==> src/rtl/ps2_key_pkg.sv <==
// Shared scan-code constants, decoder state type and direction indices for
// the PS/2 movement-key tracker.
package ps2_key_pkg;

  localparam logic [7:0] SC_F0        = 8'hF0;
  localparam logic [7:0] SC_E0        = 8'hE0;
  localparam logic [7:0] SC_W         = 8'h1D;
  localparam logic [7:0] SC_A         = 8'h1C;
  localparam logic [7:0] SC_S         = 8'h1B;
  localparam logic [7:0] SC_D         = 8'h23;
  localparam logic [7:0] SC_R         = 8'h2D;
  localparam logic [7:0] SC_EXT_UP    = 8'h75;
  localparam logic [7:0] SC_EXT_DOWN  = 8'h72;
  localparam logic [7:0] SC_EXT_LEFT  = 8'h6B;
  localparam logic [7:0] SC_EXT_RIGHT = 8'h74;

  localparam int NUM_DIRS  = 4;
  localparam int DIR_UP    = 0;
  localparam int DIR_DOWN  = 1;
  localparam int DIR_LEFT  = 2;
  localparam int DIR_RIGHT = 3;

  typedef logic [NUM_DIRS-1:0] dir_mask_t;

  typedef enum logic [1:0] {
    ST_IDLE,
    ST_BRK,
    ST_EXT,
    ST_EXT_BRK
  } dec_state_e;

  // One-hot direction for a plain (non-E0) code; zero when unmapped.
  function automatic dir_mask_t plain_dir(input logic [7:0] code);
    dir_mask_t m;
    m = '0;
    case (code)
      SC_W:    m[DIR_UP]    = 1'b1;
      SC_S:    m[DIR_DOWN]  = 1'b1;
      SC_A:    m[DIR_LEFT]  = 1'b1;
      SC_D:    m[DIR_RIGHT] = 1'b1;
      default: m = '0;
    endcase
    return m;
  endfunction

  // One-hot direction for the byte following an E0 prefix.
  function automatic dir_mask_t ext_dir(input logic [7:0] code);
    dir_mask_t m;
    m = '0;
    case (code)
      SC_EXT_UP:    m[DIR_UP]    = 1'b1;
      SC_EXT_DOWN:  m[DIR_DOWN]  = 1'b1;
      SC_EXT_LEFT:  m[DIR_LEFT]  = 1'b1;
      SC_EXT_RIGHT: m[DIR_RIGHT] = 1'b1;
      default:      m = '0;
    endcase
    return m;
  endfunction

endpackage

==> src/rtl/ps2_key_tracker_step_timer.sv <==
// Free-running step divider 0..STEP_DIV-1 with synchronous restart; tc_o is
// high for the one cycle the count sits at its terminal value.
module step_timer #(
  parameter int unsigned STEP_DIV = 500000
) (
  input  logic clk_i,
  input  logic rst_ni,
  input  logic restart_i,
  output logic tc_o
);

  logic [31:0] cnt_q, cnt_d;

  assign tc_o = (cnt_q == 32'(STEP_DIV - 1));

  // Terminal count is still reported in a restart cycle so held keys pulse.
  always_comb begin
    cnt_d = cnt_q + 32'd1;
    if (restart_i || tc_o) cnt_d = '0;
  end

  always_ff @(posedge clk_i or negedge rst_ni) begin
    if (!rst_ni) cnt_q <= '0;
    else         cnt_q <= cnt_d;
  end

endmodule

==> src/rtl/ps2_key_tracker.sv <==
// PS/2 scan-code decoder tracking held movement keys and emitting
// rate-limited step pulses plus a home pulse for R.
module ps2_key_tracker
  import ps2_key_pkg::*;
#(
  parameter int unsigned STEP_DIV       = 500000,
  parameter int unsigned PREFIX_TIMEOUT = 4096
) (
  input  logic       iVGA_CLK,
  input  logic       iRST_n,
  input  logic [7:0] ps2_data,
  input  logic       ps2_key_pressed,
  output logic [3:0] oKEY_HELD,
  output logic [3:0] oSTEP,
  output logic       oHOME
);

  dec_state_e  state_q, state_d;
  logic [31:0] tmo_q, tmo_d;
  dir_mask_t   held_q, held_d;
  dir_mask_t   step_q, step_d;
  logic        home_q, home_d;

  dir_mask_t   make_mask, brk_mask, new_mask, step_raw, suppress;
  logic        restart, tc;

  step_timer #(.STEP_DIV(STEP_DIV)) u_step_timer (
    .clk_i     (iVGA_CLK),
    .rst_ni    (iRST_n),
    .restart_i (restart),
    .tc_o      (tc)
  );

  // Decoder FSM and prefix timeout.
  always_comb begin
    state_d   = state_q;
    tmo_d     = '0;
    make_mask = '0;
    brk_mask  = '0;
    home_d    = 1'b0;
    if (ps2_key_pressed) begin
      case (state_q)
        ST_IDLE: begin
          if (ps2_data == SC_F0)      state_d = ST_BRK;
          else if (ps2_data == SC_E0) state_d = ST_EXT;
          else begin
            make_mask = plain_dir(ps2_data);
            home_d    = (ps2_data == SC_R);
          end
        end
        ST_BRK: begin
          if (ps2_data != SC_F0) begin
            brk_mask = plain_dir(ps2_data);
            state_d  = ST_IDLE;
          end
        end
        ST_EXT: begin
          if (ps2_data == SC_F0)      state_d = ST_EXT_BRK;
          else if (ps2_data != SC_E0) begin
            make_mask = ext_dir(ps2_data);
            state_d   = ST_IDLE;
          end
        end
        ST_EXT_BRK: begin
          if (ps2_data != SC_F0) begin
            brk_mask = ext_dir(ps2_data);
            state_d  = ST_IDLE;
          end
        end
        default: state_d = ST_IDLE;
      endcase
    end else if (state_q != ST_IDLE) begin
      // A lost follow-up byte must not leave the decoder stuck mid-sequence.
      if (tmo_q == 32'(PREFIX_TIMEOUT - 1)) state_d = ST_IDLE;
      else                                  tmo_d   = tmo_q + 32'd1;
    end
  end

  // Held mask and step pulse generation.
  always_comb begin
    new_mask = make_mask & ~held_q;
    held_d   = (held_q | make_mask) & ~brk_mask;
    restart  = |new_mask;
    step_raw = new_mask | (tc ? held_d : '0);
    suppress = '0;
    if (held_d[DIR_UP] && held_d[DIR_DOWN]) begin
      suppress[DIR_UP]   = 1'b1;
      suppress[DIR_DOWN] = 1'b1;
    end
    if (held_d[DIR_LEFT] && held_d[DIR_RIGHT]) begin
      suppress[DIR_LEFT]  = 1'b1;
      suppress[DIR_RIGHT] = 1'b1;
    end
    step_d = step_raw & ~suppress;
  end

  always_ff @(posedge iVGA_CLK or negedge iRST_n) begin
    if (!iRST_n) begin
      state_q <= ST_IDLE;
      tmo_q   <= '0;
      held_q  <= '0;
      step_q  <= '0;
      home_q  <= 1'b0;
    end else begin
      state_q <= state_d;
      tmo_q   <= tmo_d;
      held_q  <= held_d;
      step_q  <= step_d;
      home_q  <= home_d;
    end
  end

  assign oKEY_HELD = held_q;
  assign oSTEP     = step_q;
  assign oHOME     = home_q;

endmodule

==> config.mk <==
export PLATFORM = sky130hd
export DESIGN_NAME = ps2_key_tracker
export DESIGN_NICKNAME = d
export VERILOG_FILES = /design/src/rtl/ps2_key_pkg.sv /design/src/rtl/ps2_key_tracker_step_timer.sv /design/src/rtl/ps2_key_tracker.sv
export SDC_FILE = /design/constraint.sdc
export NUM_CORES = 1
export LEC_CHECK = 0
export CORE_MARGIN = 4
export CORE_UTILIZATION = 30
export DETAILED_ROUTE_END_ITERATION = 6
export GPL_TIMING_DRIVEN = 0
export PLACE_DENSITY = 0.55
export SETUP_SLACK_MARGIN = 0.15
export SLEW_MARGIN = 20
export SYNTH_ARGS = -nofsm -noshare
export SYNTH_HDL_FRONTEND = slang
export SYNTH_SLANG_ARGS = --single-unit
==> constraint.sdc <==
create_clock -name iVGA_CLK -period 5.96 [get_ports iVGA_CLK]
set_input_delay 0.596 -clock iVGA_CLK [delete_from_list [all_inputs] [get_ports iVGA_CLK]]
set_output_delay 0.596 -clock iVGA_CLK [all_outputs]
set_load 0.02 [all_outputs]
==> results.sh, run 1 <==
export IMPL_status="completed"
export IMPL_seq_area_sq_um=1880
export IMPL_io_pins=20
export IMPL_io_buffers=19
export IMPL_vias_per_cell=4.86
export IMPL_yosysTopAreaCellShare=0.471
export IMPL_crit_arrival_ns=2.85
export IMPL_skew_ns=0.00592
export IMPL_synth_largest_area_cell="dfrtp_1"
export IMPL_peakVddDrop_v=0.000160
export IMPL_hpwlAfterDp_um=6180
export IMPL_hold_viol=0
export IMPL_die_h_um=123
export IMPL_synth_compound_gate_area_share=0.0411
export IMPL_wl_met2_um=3990
export IMPL_worstSetupStartpoint="ps2_data[4]"
export IMPL_dieArea_sq_um=15200
export IMPL_drc=0
export IMPL_fmaxAchievable_mhz=381
export IMPL_cts_root_buffer="clkbuf_16"
export IMPL_antenna_left=0
export IMPL_ys_types=46
export IMPL_syn_area_sq_um=3990
export IMPL_ys_ff_latch=75
export IMPL_htree_levels=3
export IMPL_synth_edf_count=0
export IMPL_place_inst=618
export IMPL_syn_mean_instance_area_sq_um=9.36
export IMPL_r2r_start="tmo_q[0]"
export IMPL_multiInputGateArea_sq_um=1990
export IMPL_grt_pass1_vias=2945
export IMPL_drt_iter0_markers=202
export IMPL_holdWs_ns=0.195
export IMPL_hold_class="input pin to async pin"
export IMPL_rsz0062_at_grt="no"
export IMPL_postCtsHoldBufs=0
export IMPL_initial_utilization=0.311
export IMPL_grt_usage=0.125
export IMPL_drive_gt1_frac=0.0714
export IMPL_ff2ff_setup_slack_ns=3.46
export IMPL_grt_pass1_wl_um=14900
export IMPL_min_period_over_period=0.440
export IMPL_critPathKind="input pin to register"
export IMPL_syn_instance_count=426
export IMPL_cellPowerDensity_nw_per_um2=265
export IMPL_final_nets=470
export IMPL_place_congestion=0.858
export IMPL_crit_end="u_step_timer.cnt_q[7]"
export IMPL_synth_most_common_cell="nor2_1"
export IMPL_diodes=0
export IMPL_cts_num_sinks=75
export IMPL_final_max_slew_viol_count=0
export IMPL_layout_cells_non_filler=634
export IMPL_required_ns=6.19
export IMPL_synth_xor_area_frac=0.132
export IMPL_cts_path_max_buffers=2
export IMPL_wl_um=8680
export IMPL_synth_commonest_cells="nor2_1 (82), dfrtp_1 (75), xnor2_1 (37), nand2_1 (27), xor2_1 (23)"
export IMPL_cts_setup_buffers=0
export IMPL_drv_cap=0
export IMPL_fin_util=0.370
export IMPL_clk_latency_ns=0.34
export IMPL_wl_per_cell_um=13.7
export IMPL_finalCriticalPeriod_ns=2.62
export IMPL_wl_met3_um=255
export IMPL_synth_ff_type="dfrtp_1"
export IMPL_grt_overflow=0
export IMPL_clk_pin_slew_worst_paths_ns=0.06
export IMPL_fp_coreArea_sq_um=12800
export IMPL_setup_viol=0
export IMPL_grt_max_degree=48
export IMPL_cts_tree="done"
export IMPL_ys_seq_area_frac=0.471
export IMPL_worstPathMaxFanout=10
export IMPL_fin_tns_setup_ns=0
export IMPL_max_slew_margin=0.491
export IMPL_synthSimpleGateAreaFrac=0.314
export IMPL_synth_warning_count=0
export IMPL_die_w_um=123
export IMPL_muxShareOfSynthArea=0.00502
export IMPL_syn_to_final_growth_pct=19.0
export IMPL_final_fill_count=1308
export IMPL_synth_nets=439
export IMPL_start_kind="input pin"
export IMPL_p_leak_uw=0.00185
export IMPL_worstReg2RegEnd="tmo_q[3]"
export IMPL_setup_worst_path_end_class="register"
export IMPL_vias=3082
export IMPL_routed_top_layer="met4"
export IMPL_worst_slew_pin_slew_ns=0.757
export IMPL_reg2reg_depth=8
export IMPL_synth_top_family_by_area="simple AND/OR/NAND/NOR gates"
export IMPL_cts_buffers=9
export IMPL_row_count=41
export IMPL_antenna_found_initial=0
export IMPL_dr_pass1_iters=4
export IMPL_async_reset_ff_frac=1.00
export IMPL_wl_met1_um=4320
export IMPL_cts_resized=0
export IMPL_synthAdderAreaFrac=0.00628
export IMPL_synth_area_leaders="dfrtp_1 (47%), xnor2_1 (8.1%), nor2_1 (7.7%)"
==> worst min path at each step <==
stage	startpoint	endpoint	slack, ns	cells after the start
2_1_floorplan	iRST_n	oHOME	0.30	0
3_3_place_gp	tmo_q[0]	tmo_q[0]	0.51	1
3_5_place_dp	u_step_timer.cnt_q[0]	u_step_timer.cnt_q[0]	0.52	1
4_1_cts	iRST_n	oHOME	0.20	1
5_1_grt	iRST_n	tmo_q[29]	0.22	1
6_report	iRST_n	tmo_q[9]	0.20	1
==> layer usage <==
layer / global-route usage / vias up
met5: 0 / -
met4: 0.0360 / 0
met3: 0.0375 / 11
met2: 0.188 / 31
met1: 0.173 / 1493
li1: - / 1547
==> critical path, cell delays in order <==
cell             delay, ns
clkdlybuf4s50_1       0.63
nand4b_1              0.21
or4_1                 0.58
a211o_1               0.30
nand4_1               0.24
buf_4                 0.23
nor2_1                0.07
==> cell type report <==
| cell class | instances | area share |
|---|---|---|
| clock buffers | 9 | 0.0475 |
| well taps | 172 | 0.0454 |
| clock inverters | 7 | 0.0211 |
| flip-flops and latches | 75 | 0.396 |
| plain buffers | 11 | 0.0121 |
| multi-input cells | 322 | 0.419 |
| inverters | 18 | 0.0142 |
| repair buffers | 20 | 0.0454 |
==> state kept, by name, summed over array words and instances (netlist names) <==
signal and cells:
oHOME 1, oKEY_HELD 4, oSTEP 4, state_q 2, tmo_q 32, u_step_timer.cnt_q 32
==> where the power goes <==
group          switching (uW)  internal [uW]
Sequential               30.5            533
Combinational            59.3           45.9
Clock                     219            369
Total                     309            948
==> placed cells by master (no fill, tap or decap), types with 5 or more instances in the layout <==
master / synthesis / routed
or3_1: 5 / 5
clkdlybuf4s50_1: 0 / 18
nor2_1: 82 / 82
and3_1: 7 / 7
nor3_1: 20 / 20
nand2_1: 27 / 27
nand3_1: 17 / 17
nand4_1: 19 / 19
dfrtp_1: 75 / 75
clkbuf_16: 0 / 9
and4_1: 9 / 9
xnor2_1: 37 / 37
nor4_1: 18 / 18
inv_1: 18 / 18
o21ai_0: 5 / 5
xor2_1: 23 / 23
==> logic make-up (layout without fill, tap and decap cells) <==
kind of cell	after synthesis	in the layout
AO/OA/AOI/OAI	23	23
AND/OR/NAND/NOR	235	235
adder cells (fa/ha/maj)	2	2
XOR/XNOR	60	60
flip-flops	75	75
buffers and inverters	29	65
multiplexers	2	2
==> metrics by stage <==
step | setup slack [ns] | total power (uW) | area (sq um)
floorplan | 3.88 | 631 | 3990
global placement | 1.57 | 674 | 4390
detailed placement | 3.01 | 679 | 4420
CTS | 3.37 | 1280 | 4740
global route | 3.21 | 1320 | 4740
finish | 3.34 | 1260 | 4740
Power figures use the tool's default switching activity.
==> inputs of run 2 (changes only) <==
==> constraint.sdc (replaced) <==
create_clock -name iVGA_CLK -period 2.7 [get_ports iVGA_CLK]
set_input_delay 0.27 -clock iVGA_CLK [delete_from_list [all_inputs] [get_ports iVGA_CLK]]
set_output_delay 0.27 -clock iVGA_CLK [all_outputs]
set_load 0.02 [all_outputs]
==> run 2 against run 1 <==
  * Global-route usage is the same
  * Worst hold slack gained 0.22 ns
  * First-iteration DRC count shrank 5.9%
  * Clock power grew 120%
  * Cell area grew 0.61%
  * Critical path type is now register to register
  * Non-clock buffer count grew 3
  * Power grew 120%
  * Critical path depth grew 2
  * Count of clock-buffer cells in the layout is the same
  * Core utilization grew 0.22 points
  * Clock skew is essentially flat
  * Flip-flop and latch count is the same
==> results.sh, run 2 (synthesis gave the netlist of run 1 again) <==
export IMPL_crit_arrival_ns=2.54
export IMPL_die_w_um=123
export IMPL_hpwlAfterDp_um=6180
export IMPL_p_sw_frac=0.246
export IMPL_final_nets=473
export IMPL_vias_per_cell=4.87
export IMPL_cellPowerDensity_nw_per_um2=582
export IMPL_critPathMaxStageDelay_ns=0.42
export IMPL_fin_tns_setup_ns=0
export IMPL_required_ns=2.91
export IMPL_grt_pass1_vias=2945
export IMPL_grt_usage=0.125
export IMPL_power_total_uw=2780
export IMPL_fp_coreArea_sq_um=12800
export IMPL_mostFrequentLayoutCells="nor2_1 (82), dfrtp_1 (75), xnor2_1 (37)"
export IMPL_place_congestion=0.858
export IMPL_start_kind="register"
export IMPL_wl_um=8720
export IMPL_grt_pass1_wl_um=14900
export IMPL_die_h_um=123
export IMPL_htree_levels=3
export IMPL_row_count=41
export IMPL_drv_cap=0
export IMPL_clkPwrFrac=0.468
export IMPL_drive_gt1_frac=0.0774
export IMPL_clk_latency_ns=0.34
export IMPL_status="completed"
export IMPL_min_period_over_period=0.861
export IMPL_cts_tree="done"
export IMPL_vias=3101
export IMPL_grt_overflow=0
export IMPL_clk_pin_slew_worst_paths_ns=0.06
export IMPL_skew_ns=0.00612
export IMPL_fin_util=0.372
export IMPL_crit_chain="ha_1 -> clkbuf_1 -> nand2_1 -> nor4_4 -> buf_4 -> a41oi_1 -> o21ai_2 -> buf_2 -> nor2_1"
export IMPL_final_fill_count=1302
export IMPL_wl_per_cell_um=13.7
export IMPL_dpl_cell_area_sq_um=4420
export IMPL_worstPathMaxFanout=10
export IMPL_max_slew_margin=0.495
export IMPL_syn_to_final_growth_pct=19.7
export IMPL_layout_commonest_cell="nor2_1"
export IMPL_worst_slew_pin_slew_ns=0.751
export IMPL_cts_root_buffer="clkbuf_16"
export IMPL_initial_utilization=0.311
export IMPL_p_leak_uw=0.00187
export IMPL_critPathSlowestCell="dfrtp_1"
export IMPL_io_buffers=19
export IMPL_diodes=0
export IMPL_hold_class="input pin to async pin"
export IMPL_rsz0062_at_grt="no"
export IMPL_drt_iter0_markers=190
export IMPL_hold_viol=0
export IMPL_finalCriticalPeriod_ns=2.33
export IMPL_setup_worst_path_end_class="register"
export IMPL_antenna_found_initial=0
export IMPL_antenna_left=0
export IMPL_finalInstanceArea_sq_um=4770
export IMPL_final_max_slew_viol_count=0
export IMPL_drc=0
export IMPL_critPathKind="register to register"
export IMPL_setup_viol=0
export IMPL_cts_buffers=9
export IMPL_combPwrFrac=0.084
export IMPL_cts_path_max_buffers=2
export IMPL_layout_top_registers="tmo_q (32), u_step_timer.cnt_q (32)"
export IMPL_dr_pass1_iters=4
export IMPL_peakVddDrop_v=0.000354
export IMPL_holdWs_ns=0.412
export IMPL_fmaxAchievable_mhz=430
export IMPL_p_sw_uw=684
export IMPL_internal_power_uw=2090
export IMPL_cts_num_sinks=75
export IMPL_dieArea_sq_um=15200
export IMPL_io_pins=20
export IMPL_power_frac_seq=0.448
export IMPL_grt_max_degree=48
[run 2: changes by cell type in the layout (fill, tap and decap cells not counted), sizes merged]
cell,before,now
dlygate4sd3,0,1
buf,9,11
[run 2: worst paths after layout]
kind,start,to,slack [ns],cells past startpoint
min in group iVGA_CLK,tmo_q[0],tmo_q[0],0.53,1
max,tmo_q[0],tmo_q[3],0.37,9
min reg2reg,tmo_q[0],tmo_q[0],0.53,1
max in group asynchronous,iRST_n,oSTEP[0],1.73,3
max reg2reg,tmo_q[0],tmo_q[3],0.37,9
min,iRST_n,tmo_q[9],0.41,2
[run 2: critical path, delay by kind of cell, from the launching register on]
family	cells	cell delay, ns
buf+inv	3	0.74
simple gates	3	0.52
flops	1	0.42
compound gates	2	0.35
fa+ha+maj	1	0.16
[run 2: what timing repair did]
item,in CTS,in global routing
buffers inserted,0,2
gates resized for setup,0,1
hold buffers,1,0
setup endpoints to repair,0,30
endpoints found under the hold margin,28,0
[run 2: routing by layer]
metal,track usage,part of all wire,up-vias,wire [um]
met1,0.173,0.49,1498,4250
met4,0.0360,0.012,0,102
met3,0.0375,0.033,9,292
met5,0,0,-,0
met2,0.188,0.47,39,4080
li1,-,-,1555,-
[run 2: power groups by stage]
stage	clock [uW]	combinational [uW]	sequential [uW]
after global routing	1400	261	1250
after global placement	0	225	1260
after floorplan	0	147	1250
after detailed placement	0	235	1260
after CTS	1340	236	1240
final	1300	233	1240
[run 2: per-stage QoR]
step	setup WS, ns	cells
5_1_grt	0.212	637
2_1_floorplan	0.737	426
4_1_cts	0.154	635
3_3_place_gp	-1.36	617
3_5_place_dp	0.0795	618
6_report	0.374	637
[run 2: area by class of cell]
type                       instances  area, sq um  area share
multi-input combinational        322         1990       0.417
clock buffer                       9          225      0.0472
timing repair buffer              23          240      0.0503
buffer                            11         57.6      0.0121
clock inverter                     7          100      0.0210
inverter                          18         67.6      0.0142
tap                              172          215      0.0451
sequential                        75         1880       0.393
==> inputs of run 3 (changes only) <==
--- a/config.mk
+++ b/config.mk
@@ -6,10 +6,11 @@
 export NUM_CORES = 1
 export LEC_CHECK = 0
 export CORE_MARGIN = 4
-export CORE_UTILIZATION = 30
+export CORE_UTILIZATION = 35
 export DETAILED_ROUTE_END_ITERATION = 6
 export GPL_TIMING_DRIVEN = 0
-export PLACE_DENSITY = 0.55
+export PLACE_DENSITY = 0.6
+export RECOVER_POWER = 50
 export SETUP_SLACK_MARGIN = 0.15
 export SLEW_MARGIN = 20
 export SYNTH_ARGS = -nofsm -noshare
==> run 3 against run 2 <==
  * Flip-flop and latch count stayed put
  * Non-clock buffer count shrank 1
  * Cell area is 2.2% lower
  * Critical path type is now input pin to register
==> results.sh, run 3 (synthesis gave the netlist of run 1 again) <==
export IMPL_max_slew_margin=0.0363
export IMPL_drive_gt1_frac=0.0668
export IMPL_cts_path_max_buffers=2
export IMPL_cts_tree="done"
export IMPL_final_fill_count=1055
export IMPL_critPathMaxStageDelay_ns=0.60
export IMPL_diodes=0
export IMPL_antenna_found_initial=0
export IMPL_clk_latency_ns=0.33
export IMPL_required_ns=2.96
export IMPL_fin_tns_setup_ns=0
export IMPL_worst_slew_pin_slew_ns=1.45
export IMPL_crit_arrival_ns=2.53
export IMPL_vias=3115
export IMPL_grt_pass1_wl_um=15100
export IMPL_crit_chain="clkdlybuf4s50_1 -> nor4b_1 -> a21o_1 -> a211o_1 -> nand4_1 -> buf_4 -> nor2_1"
export IMPL_status="completed"
export IMPL_vias_per_cell=5.16
export IMPL_rsz0062_at_grt="no"
export IMPL_place_congestion=0.866
export IMPL_worstPathMaxFanout=10
export IMPL_layout_top_registers="tmo_q (32), u_step_timer.cnt_q (32)"
export IMPL_hp_start="tmo_q[0]"
export IMPL_initial_utilization=0.363
export IMPL_cts_num_sinks=75
export IMPL_setup_viol=0
export IMPL_worstSetupStartpoint="ps2_data[5]"
export IMPL_setup_worst_path_end_class="register"
export IMPL_min_period_over_period=0.843
export IMPL_place_inst=586
export IMPL_syn_to_final_growth_pct=17.1
export IMPL_htree_levels=3
export IMPL_drt_iter0_markers=182
export IMPL_die_w_um=115
export IMPL_crit_cells=7
export IMPL_drc=0
export IMPL_grt_pass1_vias=3192
export IMPL_drv_cap=0
export IMPL_grt_usage=0.139
export IMPL_wl_um=8520
export IMPL_r2r_start="tmo_q[0]"
export IMPL_dieArea_sq_um=13200
export IMPL_io_pins=20
export IMPL_skew_ns=0.00467
export IMPL_p_leak_uw=0.00186
export IMPL_wl_per_cell_um=14.1
export IMPL_hold_path_end="tmo_q[0]"
export IMPL_hold_class="register to register"
export IMPL_die_h_um=115
export IMPL_peakVddDrop_v=0.000493
export IMPL_hold_viol=0
export IMPL_crit_family="simple AND/OR/NAND/NOR gates"
export IMPL_mostFrequentLayoutCells="nor2_1 (82), dfrtp_1 (75), xnor2_1 (37)"
export IMPL_cts_buffers=9
export IMPL_fin_ws_ns=0.425
export IMPL_cellPowerDensity_nw_per_um2=552
export IMPL_final_nets=472
export IMPL_critPathSlowestCell="clkdlybuf4s50_1"
export IMPL_start_kind="input pin"
export IMPL_layout_cells_non_filler=604
export IMPL_layout_commonest_cell="nor2_1"
export IMPL_fmaxAchievable_mhz=440
export IMPL_grt_overflow=0
export IMPL_worstReg2RegEnd="tmo_q[12]"
export IMPL_hold_path_depth=1
export IMPL_reg2reg_depth=8
export IMPL_clk_pin_slew_worst_paths_ns=0.06
export IMPL_dpl_worst_slack_ns=0.0948
export IMPL_final_max_slew_viol_count=0
export IMPL_row_count=38
export IMPL_hpwlAfterDp_um=6030
export IMPL_grt_max_degree=52
export IMPL_io_buffers=19
export IMPL_cts_root_buffer="clkbuf_16"
export IMPL_antenna_left=0
export IMPL_critPathKind="input pin to register"
export IMPL_finalCriticalPeriod_ns=2.27
export IMPL_power_total_uw=2580
export IMPL_dr_pass1_iters=4
export IMPL_fp_coreArea_sq_um=11000
export IMPL_cp_num_buf_inv=2
export IMPL_ff2ff_setup_slack_ns=0.52
-- run 3: worst max-delay path by stage --
stage	end	slack, ns
global route	oSTEP[0]	0.20
global placement	oKEY_HELD[1]	-1.33
detailed placement	u_step_timer.cnt_q[7]	0.09
floorplan	tmo_q[23]	0.74
finish	u_step_timer.cnt_q[7]	0.43
CTS	tmo_q[12]	0.20
-- run 3: timing repair --
action	CTS	global route
setup buffers	0	1
hold endpoints to repair	24	0
resized for setup	0	1
endpoints found under the setup margin	0	30
hold buffers	1	0
-- run 3: layout make-up --
| cell class | instances | area (sq um) | area share |
|---|---|---|---|
| plain buffers | 11 | 57.6 | 0.0123 |
| clock buffers | 14 | 264 | 0.0565 |
| clock inverters | 2 | 10.0 | 0.00214 |
| inverters | 18 | 67.6 | 0.0145 |
| multi-input cells | 322 | 1990 | 0.426 |
| flip-flops and latches | 75 | 1880 | 0.402 |
| well taps | 140 | 175 | 0.0375 |
| repair buffers | 22 | 229 | 0.0490 |
-- run 3: layer usage --
layer,up-vias,track usage,wire (um)
li1,1553,-,-
met1,1514,0.191,4190
met2,39,0.220,3940
met3,9,0.0411,315
met4,0,0.0321,72
met5,-,0,0
-- run 3: report_power, final --
group          switching, uW  leakage, uW  internal, uW  total [uW]
sequential              68.0      0.00102          1180        1250
combinational            132     0.000711           102         234
clock                    427     0.000137           670        1100
total                    627      0.00186          1950        2580
-- run 3: stage by stage --
| stage | area, sq um | utilization | hold WS [ns] |
|---|---|---|---|
| 6_report | 4670 | 0.425 | 0.513 |
| 5_1_grt | 4670 | 0.425 | 0.545 |
| 4_1_cts | 4660 | 0.424 | 0.394 |
| 3_5_place_dp | 4380 | 0.399 | 0.206 |
| 3_3_place_gp | 4350 | 0.396 | 0.507 |
| 2_1_floorplan | 3990 | - | -0.0256 |
